==> config.mk <==
export PLATFORM = sky130hd
export DESIGN_NAME = branch_predictor
export DESIGN_NICKNAME = d
export VERILOG_FILES = /design/src/rtl/branch_predictor.sv
export SDC_FILE = /design/constraint.sdc
export NUM_CORES = 1
export LEC_CHECK = 0
export ABC_AREA = 0
export BUFFER_PORTS_ARGS = -buffer_cell sky130_fd_sc_hd__buf_2
export CORE_MARGIN = 2
export CORE_UTILIZATION = 57
export CTS_BUF_LIST = sky130_fd_sc_hd__clkbuf_4 sky130_fd_sc_hd__clkbuf_8 sky130_fd_sc_hd__clkbuf_16
export CTS_CLUSTER_DIAMETER = 40
export DETAILED_ROUTE_END_ITERATION = 10
export PLACE_DENSITY = 0.84
export SKIP_CTS_REPAIR_TIMING = 1
export SYNTH_ARGS = -nofsm -noshare
export SYNTH_HDL_FRONTEND = slang
export SYNTH_SLANG_ARGS = --single-unit
export TNS_END_PERCENT = 5
==> constraint.sdc <==
create_clock -name clk -period 3.5 [get_ports clk]
set_input_delay 0.525 -clock clk [delete_from_list [all_inputs] [get_ports clk]]
set_output_delay 0.525 -clock clk [all_outputs]
set_load 0.02 [all_outputs]
==> src/rtl/branch_predictor.sv <==
// branch_predictor: 2-bit saturating-counter direction predictor.
// Resolves conditional branches in execute from the comparator's eq/lt flags,
// flags mispredicts, trains the counter table and predicts for the fetch PC.
// Optional statistics counters are built only when BRANCH_PRED_STATS_EN is defined;
// otherwise stat_branches/stat_mispredicts are tied to zero.
module branch_predictor #(
   parameter int INDEX_BITS = 6,
   parameter int PC_WIDTH   = 32
) (
   input  logic                clk,
   input  logic                rst,
   input  logic                fetch_valid,
   input  logic                fetch_stall,
   input  logic [PC_WIDTH-1:0] fetch_pc,
   output logic                pred_valid,
   output logic                pred_taken,
   input  logic                ex_valid,
   input  logic                ex_is_branch,
   input  logic [PC_WIDTH-1:0] ex_pc,
   input  logic [2:0]          ex_funct3,
   input  logic                ex_br_eq,
   input  logic                ex_br_lt,
   input  logic                ex_pred_taken,
   output logic                ex_br_un,
   output logic                ex_taken,
   output logic                mispredict,
   output logic [31:0]         stat_branches,
   output logic [31:0]         stat_mispredicts
);

   localparam int unsigned DEPTH = 1 << INDEX_BITS;

   logic [1:0]            cnt [DEPTH];
   logic [INDEX_BITS-1:0] fetch_idx;
   logic [INDEX_BITS-1:0] ex_idx;
   logic                  dir;
   logic                  legal;
   logic                  upd;
   logic [1:0]            cnt_ex;
   logic [1:0]            cnt_new;
   logic [1:0]            cnt_fetch;
   logic                  unused_pc_bits;

   assign fetch_idx = fetch_pc[INDEX_BITS+1:2];
   assign ex_idx    = ex_pc[INDEX_BITS+1:2];

   // PC bits outside the index field are intentionally ignored (no tags).
   assign unused_pc_bits = &{1'b0, fetch_pc[PC_WIDTH-1:INDEX_BITS+2], fetch_pc[1:0],
                             ex_pc[PC_WIDTH-1:INDEX_BITS+2], ex_pc[1:0]};

   // Decode funct3 into comparator select, legality and resolved direction
   always_comb begin
      ex_br_un = (ex_funct3[2:1] == 2'b11);
      legal    = 1'b1;
      dir      = 1'b0;
      case (ex_funct3)
         3'b000:          dir = ex_br_eq;
         3'b001:          dir = !ex_br_eq;
         3'b100, 3'b110:  dir = ex_br_lt;
         3'b101, 3'b111:  dir = !ex_br_lt;
         default: begin
            legal = 1'b0;
            dir   = 1'b0;
         end
      endcase
   end

   assign upd        = ex_valid & ex_is_branch & legal;
   assign ex_taken   = ex_valid & ex_is_branch & dir;
   assign mispredict = ex_valid & ex_is_branch & (ex_taken != ex_pred_taken);

   // Saturating update value for the execute entry, plus write-first bypass to fetch
   always_comb begin
      cnt_ex = cnt[ex_idx];
      if (ex_taken)
         cnt_new = (cnt_ex == 2'b11) ? 2'b11 : cnt_ex + 2'b01;
      else
         cnt_new = (cnt_ex == 2'b00) ? 2'b00 : cnt_ex - 2'b01;
      if (upd && (fetch_idx == ex_idx))
         cnt_fetch = cnt_new;
      else
         cnt_fetch = cnt[fetch_idx];
   end

   // Counter table: reset to weak-not-taken, trained by resolved branches
   always_ff @(posedge clk) begin
      if (rst) begin
         for (int unsigned i = 0; i < DEPTH; i++)
            cnt[i] <= 2'b01;
      end else if (upd) begin
         cnt[ex_idx] <= cnt_new;
      end
   end

   // Fetch-side prediction registers, held while fetch is stalled
   always_ff @(posedge clk) begin
      if (rst) begin
         pred_valid <= 1'b0;
         pred_taken <= 1'b0;
      end else if (!fetch_stall) begin
         pred_valid <= fetch_valid;
         pred_taken <= fetch_valid & cnt_fetch[1];
      end
   end

`ifdef BRANCH_PRED_STATS_EN
   // Free-running statistics counters (wrap naturally at 2**32)
   always_ff @(posedge clk) begin
      if (rst) begin
         stat_branches    <= '0;
         stat_mispredicts <= '0;
      end else begin
         if (upd)
            stat_branches <= stat_branches + 32'd1;
         if (mispredict)
            stat_mispredicts <= stat_mispredicts + 32'd1;
      end
   end
`else
   assign stat_branches    = '0;
   assign stat_mispredicts = '0;
`endif

endmodule

Yosys cells after proc, flatten, opt, wreduce, memory -nomap -nowiden

Memories as Yosys holds them, arrays and structs flattened.
Index checks and enable logic that the tools add are counted.

Register bits after elaboration: 2
RAM bits: 128
Bits of input ports: 76
Logic and storage cells: 42
Memories kept: 1

Add/subtract/negate cells: 2
Eq/ne operators: 9
Multiplexer cells: 14
Bitwise logic cells: 5
Reductions and logical operators: 9

Memory list:

| memory | words | bits a word | rd ports | clocked after memory_dff | wr ports | line | RTL |
|---|---|---|---|---|---|---|---|
| cnt    | 64    | 2           | 2        | 0                        | 64       | 33   | `logic [1:0] cnt [DEPTH];` |

Operators with widths:

| kind                                                               | count |
|---|---|
| 3-bit == test, second input constant                               | 4 |
| 2-bit 2-to-1 mux                                                   | 5 |
| 1-bit 2-to-1 mux                                                   | 7 |
| 6-bit == test                                                      | 1 |
| 6-bit 2-to-1 mux                                                   | 1 |
| 2-bit OR reduction                                                 | 3 |
| 6-bit OR reduction                                                 | 1 |
| 1-bit AND                                                          | 5 |
| 2-bit == test, second input constant                               | 2 |
| 1-bit one-hot mux with 4 select lines                              | 1 |
| 3-bit by 1-bit == test with 1-bit output, second input constant    | 1 |
| 3-bit logical NOT                                                  | 1 |
| 2-bit by 1-bit adder with 2-bit output, second input constant      | 1 |
| 1-bit logical NOT                                                  | 2 |
| 2-bit logical NOT                                                  | 1 |
| 2-bit by 1-bit subtractor with 2-bit output, second input constant | 1 |
| 1-bit logical AND                                                  | 1 |
| 1-bit != test                                                      | 1 |

Depth between registers and ports, before layout

Gate-level depths: netlist of the first run.

Word-level depth: 9
Gate-level depth with buffers: 12
Mapped depth without buffers: 7

Worst setup path after synthesis of the first run

No wires, ideal clock.

Kind: input port to flip-flop
Start: input fetch_pc[2]
End: register pred_taken
Setup time: 0.124 ns
Arrival: 2.904 ns
Required time: 3.376 ns
Setup slack: 0.472 ns
Cell stages on the path: 9
Buffers on the path: 2
Path through: buf_2 buf_1 mux4_2 mux4_2 mux2_2 nand2_1 o21ai_0 a31oi_1 o21ai_0

Cells in the longest elaborated chain, start to end: 4
Elaborated cells between the ends (all ways): 5

Ends and longest elaborated chain:

| what                                                           | line | RTL |
|---|---|---|
| start: declaration                                             | 14   | `input logic [PC_WIDTH-1:0] fetch_pc,` |
| branches (longest 2 deep; another with memory read 64 x 2 bit) | n/a  |  |
| 2-bit 2-to-1 mux *                                             | 79   | `if (upd && (fetch_idx == ex_idx))` |
| 1-bit AND *                                                    | 102  | `pred_taken <= fetch_valid & cnt_fetch[1];` |
| end signal: assignment                                         | 102  |  |
| end: declaration                                               | 16   | `output logic pred_taken,` |

Every way passes the cells marked *.
A chain may end at the register's enable or synchronous reset.

==> metrics.txt, run 1 <==
Site Rows=42; critical path type=input port to flip-flop; Setup TNS=0 ns; crit path launch=ex_pc[3]; main combinational cell family by area after synthesis=simple AND/OR/NAND/NOR gates; CTS HTree Levels=4; first-pass GRT wire length=32800 µm; post-route minimum period=3.30 ns; Critical Path End=cnt[1][0]; placed insts=878; FFs w/ async S/R, synth=0; status=finished clean; R2R depth=8; buffer depth of the longest clock path=2; drt wl/cell=23.8 µm; Total Power=0.00430 W; most common cell after layout, fill and taps aside=edfxtp_1; post-route DRC violation count=0; R2R Path End=cnt[1][0]; Layout area overhead=10.6%; Final Cycle Share=0.942; Layout Cells excl Fill=910; hold path start=fetch_stall; hold slack=0.366 ns; Vias/cell=6.67; Syn Inst Count=697; clk sink count=130; router iterations before antenna repair=7; Die Y=122 µm; crit path capture type=flip-flop; Ports=145; CTS root buf=clkbuf_16; adder-cell share of the synthesized area=0.00270; CTS tree=built; Post-synth EDFFs=128; Fillers=958; core area=13300 µm²; total number of vias=6074; Min-Delay Path Class=input port to flip-flop; post-synthesis xor/xnor area fraction=0.0100; Initial Utilization=0.590; Final Skew=0.00812 ns; pin count of the biggest net entering global routing=69; vias in the first global route=5965; most frequent cells in the layout=128 x edfxtp_1, 65 x nand3_1, 64 x conb_1; WP data arrival=3.45 ns; Fmax achieved=0.303 GHz; FF-to-FF setup slack=0.57 ns; Reg clk slew, reported paths=0.06 ns; simple-gate portion of the synthesized area=0.167; DIE WIDTH=122 µm; worst skew pair latency=0.43 ns; Crit Path Max Fanout=33; synthesized area per cell=11.3 µm²; Inserted Clock Buffers=17; final core occ=0.653; Final Hold Fails=0; register area share after synthesis=0.493; RePlAce Congestion=0.928; share of layout cells above drive strength 1=0.230; Synth Area in Compound Gates=0.0892; nets=797; CP Launch Type=input port; Slew @ Worst Pin=0.944 ns; initial antenna violation count=0; reg-to-reg startpoint=cnt[21][1]; Yosys reg bits=130; WL final=21700 µm; Synth cell types=52; maxcap violations=0; RSZ-0062 raised after global routing=no; cell leakage power=3.12 nW; antenna-violating nets left=0; synth warn=0; Cell Pwr Density=494 nW/µm²; Peak VDD IR=0.369 mV; synthesized cell area=7880 µm²; die area=14800 µm²; total gr overflow=0; Slew Viols, Final=0; fraction of synthesized area in multiplexers=0.129; setup violators final=0; Slew Limit Headroom=0.366; input/output buffers=28; CP required=3.65 ns; 1st-iter DRT viols=997; DP HPWL=14400 µm; antenna diode count=0; Main synth FF type=edfxtp_1; gr usage total=0.305
layer usage:
metal / share of wire / vias up / global-route usage
li1: - / 2525 / -
met1: 0.33 / 2895 / 0.368
met2: 0.48 / 526 / 0.493
met3: 0.13 / 128 / 0.0829
met4: 0.060 / 0 / 0.180
met5: 0 / - / 0
cell usage after synthesis (4+ instances only):
master,instances,area (µm²)
xor2_1,6,52.6
a32o_1,6,60.1
edfxtp_1,128,3840
buf_4,68,510
buf_2,16,80.1
o21bai_1,16,120
nand3_1,65,325
buf_1,5,18.8
o21ai_0,8,40.0
and2_1,4,25.0
nor2_1,33,124
nor2b_1,4,25.0
nand2_1,40,150
nand2b_1,23,144
a22oi_1,7,52.6
a21o_1,29,218
a221oi_1,9,78.8
mux4_2,31,698
a21oi_1,9,45.0
or2_2,9,56.3
clkbuf_1,38,143
nor3_1,59,295
mux2i_1,15,150
o22ai_1,4,25.0
buf_6,8,90.1
mux2_2,15,169
through the flow:
stage               setup WS (ns)  instance area [µm²]
global placement          -0.0731                 8070
CTS                         0.268                 8720
floorplan                   0.472                 8120
finish                      0.203                 8720
detailed placement         -0.114                 8070
global route               0.0886                 8720
cells by family after synthesis:
| kind of cell | count (synthesis) |
|---|---|
| simple gates | 260 |
| buf+inv | 138 |
| flops | 130 |
| compound gates | 96 |
| mux | 61 |
| xor+xnor | 9 |
| fa+ha+maj | 2 |
| other cells | 1 |
worst min path at each step:
stage                 endpoint  slack, ns  cells past startpoint
floorplan           pred_valid       0.54                      2
global placement    pred_valid       0.45                      2
detailed placement  pred_valid       0.47                      2
CTS                 pred_valid       0.37                      3
global route        pred_valid       0.40                      3
finish              pred_valid       0.37                      3
power by group:
group          switching [W]  internal (W)
clock network       0.000674       0.00127
logic               0.000375      0.000207
registers          0.0000234       0.00175
total                0.00107       0.00323
critical path, cell delays in order:
cell and delay (ns):
buf_2 0.46, buf_4 0.28, mux2_2 0.34, a221oi_1 0.24, o21ai_0 0.18, a221o_1 0.35, nor4b_2 0.38, maj3_2 0.34
buf_12 0.20, nand3_1 0.12
state kept, by name, summed over array words and instances (netlist names):
| name | cells |
|---|---|
| cnt | 128 |
| pred_taken | 1 |
| pred_valid | 1 |
layout make-up:
class | count | area, µm² | share of cell area
clock inverters | 14 | 210 | 0.0241
inverters | 3 | 11.3 | 0.00129
clock buffers | 18 | 433 | 0.0497
repair buffers | 77 | 571 | 0.0655
well taps | 176 | 220 | 0.0253
multi-input cells | 492 | 3390 | 0.389
flip-flops and latches | 130 | 3880 | 0.446
Power figures use the tool's default switching activity.
==> run 2: changes to the inputs <==
--- a/config.mk
+++ b/config.mk
@@ -8,11 +8,11 @@
 export ABC_AREA = 0
 export BUFFER_PORTS_ARGS = -buffer_cell sky130_fd_sc_hd__buf_2
 export CORE_MARGIN = 2
-export CORE_UTILIZATION = 57
+export CORE_UTILIZATION = 25
 export CTS_BUF_LIST = sky130_fd_sc_hd__clkbuf_4 sky130_fd_sc_hd__clkbuf_8 sky130_fd_sc_hd__clkbuf_16
 export CTS_CLUSTER_DIAMETER = 40
 export DETAILED_ROUTE_END_ITERATION = 10
-export PLACE_DENSITY = 0.84
+export PLACE_DENSITY = 0.45
 export SKIP_CTS_REPAIR_TIMING = 1
 export SYNTH_ARGS = -nofsm -noshare
 export SYNTH_HDL_FRONTEND = slang
==> constraint.sdc (replaced) <==
create_clock -name clk -period 3.2 [get_ports clk]
set_input_delay 0.48 -clock clk [delete_from_list [all_inputs] [get_ports clk]]
set_output_delay 0.48 -clock clk [all_outputs]
set_load 0.02 [all_outputs]
==> metrics.txt, run 2 (same netlist as run 1, synthesis figures left out) <==
Min-Delay Path Class=input port to flip-flop; post-route DRC violation count=0; Layout Cells excl Fill=1171; input/output buffers=28; Final Cycle Share=0.938; initial antenna violation count=0; CTS root buf=clkbuf_16; router iterations before antenna repair=5; Vias/cell=4.94; Buf+Inv Stages, Crit Path=3; drt wl/cell=21.1 µm; RePlAce Congestion=0.784; Die Y=182 µm; nets=832; total gr overflow=0; antenna-violating nets left=0; CP Depth=10; antenna diode count=0; Setup TNS=0 ns; CP required=3.34 ns; WP data arrival=3.14 ns; share of layout cells above drive strength 1=0.270; Fillers=3191; most common cell after layout, fill and taps aside=edfxtp_1; 1st-iter DRT viols=517; Top reg by flops=cnt; CTS HTree Levels=4; pin count of the biggest net entering global routing=56; Slew Limit Headroom=0.549; WL met1=11300 µm; post-route minimum period=3.00 ns; first-pass GRT wire length=36500 µm; most frequent cells in the layout=128 x edfxtp_1, 78 x buf_4, 65 x nand3_1; DIE WIDTH=182 µm; WL final=24700 µm; Critical Path Max Stage Delay=0.37 ns; Peak VDD IR=0.372 mV; Initial Utilization=0.252; Largest delay share family, worst path=compound AO/OA/AOI/OAI gates; Inserted Clock Buffers=17; maxcap violations=0; Slew Viols, Final=0; final core occ=0.295; WHS Path Cells=3; critical path type=input port to flip-flop; placed insts=1139; Site Rows=65; Ports=145; worst skew pair latency=0.43 ns; Reg clk slew, reported paths=0.06 ns; cell leakage power=3.28 nW; Layout area overhead=17.3%; status=finished clean; Final Skew=0.0181 ns; CP Launch Type=input port; top sig layer=met4; Crit Path Max Fanout=35; Detail Route met3 WL=1370 µm; setup violators final=0; Slew @ Worst Pin=0.677 ns; CP Cell Sequence=buf_2 > buf_4 > mux2_2 > a221oi_1 > o21ai_0 > a221o_1 > nor4b_2 > maj3_2 > buf_12 > nand3_1; Critical-path top delay cell=mux2_2; R2R depth=8; die area=33000 µm²; DP HPWL=17100 µm; top flop regs=cnt x128, pred_taken x1, pred_valid x1; number of flip-flops in the largest register=128; RSZ-0062 raised after global routing=no; Final Hold Fails=0; vias in the first global route=5553; crit path capture type=flip-flop; Fmax achieved=0.333 GHz; Cell Pwr Density=503 nW/µm²; total number of vias=5782; buffer depth of the longest clock path=2; clk sink count=130; gr usage total=0.152; CTS tree=built; met2 routed WL=11400 µm; core area=31300 µm²
## run 2: cell count changes in the layout (fill, tap and decap cells not counted), sizes merged
cell,delta
clkinvlp,+1
clkbuf,-1
bufinv,-2
buf,+35
inv,+2
## run 2: final cells by class
class | count | area, µm² | area share
Tap cell | 402 | 503 | 0.0544
Inverter | 3 | 11.3 | 0.00122
Timing Repair Buffer | 112 | 846 | 0.0915
Multi-Input combinational cell | 492 | 3400 | 0.367
Clock inverter | 15 | 181 | 0.0196
Sequential cell | 130 | 3880 | 0.420
Clock buffer | 17 | 425 | 0.0460
## run 2: layer usage
| layer | track usage | up-vias |
|---|---|---|
| li1 | - | 2606 |
| met1 | 0.209 | 2928 |
| met2 | 0.241 | 215 |
| met3 | 0.0273 | 33 |
| met4 | 0.0559 | 0 |
| met5 | 0 | - |
## run 2: path summary, 6_finish.rpt
kind	endpoint	slack [ns]	startpoint
worst max-delay path	cnt[21][0]	0.20	ex_pc[3]
worst min-delay path	pred_valid	0.31	fetch_stall
worst max register to register	cnt[59][0]	0.28	cnt[6][0]
worst min register to register	pred_valid	0.46	pred_valid
## run 2: worst min-delay path, stage by stage
cell and delay, ns:
buf_2 0.11, nand2_1 0.05, a21oi_1 0.05
## run 2: through the flow
stage	setup WS, ns	cell area (µm²)	power (W)	hold WS, ns
after global placement	-0.253	8640	0.00265	0.457
after detailed placement	-0.273	8640	0.00265	0.456
final	0.197	9250	0.00465	0.315
after CTS	0.177	9250	0.00468	0.301
after global routing	0.0372	9250	0.00479	0.332
after floorplan	0.217	8120	0.00248	0.540
## run 2: power by group
group	internal, W	switching, W
logic	0.000247	0.000427
registers	0.00192	0.0000248
clock network	0.00123	0.000801
==> run 3: changes to the inputs <==
==> constraint.sdc (replaced) <==
create_clock -name clk -period 2.8 [get_ports clk]
set_input_delay 0.42 -clock clk [delete_from_list [all_inputs] [get_ports clk]]
set_output_delay 0.42 -clock clk [all_outputs]
set_load 0.02 [all_outputs]
==> metrics.txt, run 3 (same netlist as run 1, synthesis figures left out) <==
status=finished with violations; failing checks=setup timing; CP Cell Sequence=mux4_2 > mux2_4 > nand2_2 > nand4_1 > or4_4 > maj3_4 > clkbuf_16 > nand3_2; Top reg by flops=cnt; input/output buffers=28; Reg clk slew, reported paths=0.06 ns; Critical Path Max Stage Delay=0.56 ns; critical path type=flip-flop to flip-flop; Cell Pwr Density=560 nW/µm²; Slew Limit Headroom=0.490; worst skew pair latency=0.43 ns; vias in the first global route=5558; core area=31300 µm²; antenna diode count=0; Slew @ Worst Pin=0.762 ns; Min-Delay Path Class=input port to flip-flop; most common cell after layout, fill and taps aside=edfxtp_1; 1st-iter DRT viols=516; RePlAce Congestion=0.802; Largest delay share family, worst path=simple AND/OR/NAND/NOR gates; maxcap violations=0; number of flip-flops in the largest register=128; router iterations before antenna repair=5; Critical-path top delay cell=or4_4; clk sink count=130; antenna-violating nets left=0; total gr overflow=0; Final Cycle Share=1.01; DP HPWL=17700 µm; Critical Path End=cnt[16][0]; Fmax achieved=0.355 GHz; CTS HTree Levels=4; FF-to-FF setup slack=-0.02 ns; buffer depth of the longest clock path=2; DIE WIDTH=182 µm; Inserted Clock Buffers=17; CP required=3.10 ns; Site Rows=65; WL final=26100 µm; setup violators final=27; Peak VDD IR=0.353 mV; first-pass GRT wire length=36700 µm; CTS root buf=clkbuf_16; crit path launch=cnt[6][0]; total number of vias=5892; nets=848; Crit Path Max Fanout=7; drt wl/cell=22.0 µm; CTS tree=built; most frequent cells in the layout=128 x edfxtp_1, 80 x buf_4, 64 x conb_1; Initial Utilization=0.252; Final Skew=0.00720 ns; Die Y=182 µm; crit path capture type=flip-flop; reg-to-reg startpoint=cnt[6][0]; Layout area overhead=24.0%; Vias/cell=4.96; die area=33000 µm²; post-route DRC violation count=0; pin count of the biggest net entering global routing=51; gr usage total=0.153; R2R depth=8; CP Launch Type=flip-flop; cell leakage power=3.44 nW; top flop regs=cnt x128, pred_taken x1, pred_valid x1; Placement Setup Slack=-0.491 ns; RSZ-0062 raised after global routing=yes; post-layout worst setup margin=-0.0181 ns; Final Hold Fails=0; Fillers=3201; post-route minimum period=2.82 ns; initial antenna violation count=0; hold slack=0.247 ns; share of layout cells above drive strength 1=0.345; Slew Viols, Final=0; R2R Path End=cnt[16][0]; Ports=145; CP Depth=8; Buf+Inv Stages, Crit Path=1; WP data arrival=3.12 ns
-- run 3: changes by cell type in the layout (fill, tap and decap cells not counted), sizes merged --
cell,delta
clkbuf,+8
inv,-2
clkinv,-2
buf,+9
maj3,+1
clkinvlp,+2
-- run 3: worst min-delay path by stage --
stage | from | end | slack (ns) | cells after the start
finish | fetch_stall | pred_valid | 0.25 | 3
global route | fetch_stall | pred_valid | 0.27 | 3
CTS | fetch_stall | pred_valid | 0.24 | 3
detailed placement | pred_valid | pred_valid | 0.46 | 2
global placement | pred_valid | pred_valid | 0.45 | 2
floorplan | pred_valid | pred_valid | 0.54 | 2
-- run 3: cell type report --
class	instances	area (µm²)	area share
sequential	130	3880	0.398
multi-input combinational	493	3660	0.374
timing repair buffer	127	1110	0.114
tap	402	503	0.0515
clock buffer	19	440	0.0451
clock inverter	13	160	0.0164
inverter	3	11.3	0.00115
-- run 3: through the flow --
stage | area, µm² | TNS, ns | instances | util | power (W)
detailed placement | 8740 | -55.72 | 1146 | 0.279 | 0.00304
finish | 9770 | -0.263 | 1187 | 0.312 | 0.00547
global placement | 8740 | -56.02 | 1146 | 0.279 | 0.00304
floorplan | 8150 | -3.35 | 760 | - | 0.00285
CTS | 9340 | -3.72 | 1178 | 0.298 | 0.00535
global route | 9770 | -3.17 | 1187 | 0.312 | 0.00563
-- run 3: layer usage --
layer,up-vias,GRT usage,routed length (µm)
met1,2976,0.222,12100
met3,52,0.0263,1440
met4,0,0.0533,749
met5,-,0,0
li1,2647,-,-
met2,217,0.229,11800
-- run 3: report_power, final --
part	internal [W]	total, W	switching (W)
Clock	0.00142	0.00232	0.000901
Sequential	0.00219	0.00222	0.0000305
Combinational	0.000366	0.000932	0.000566
-- run 3: worst reg2reg max path: stages (launching register included) --
cell and delay (ns):
edfxtp_1 0.39, mux4_2 0.47, mux2_4 0.29, nand2_2 0.07, nand4_1 0.18, or4_4 0.56
maj3_4 0.43, clkbuf_16 0.22, nand3_2 0.08
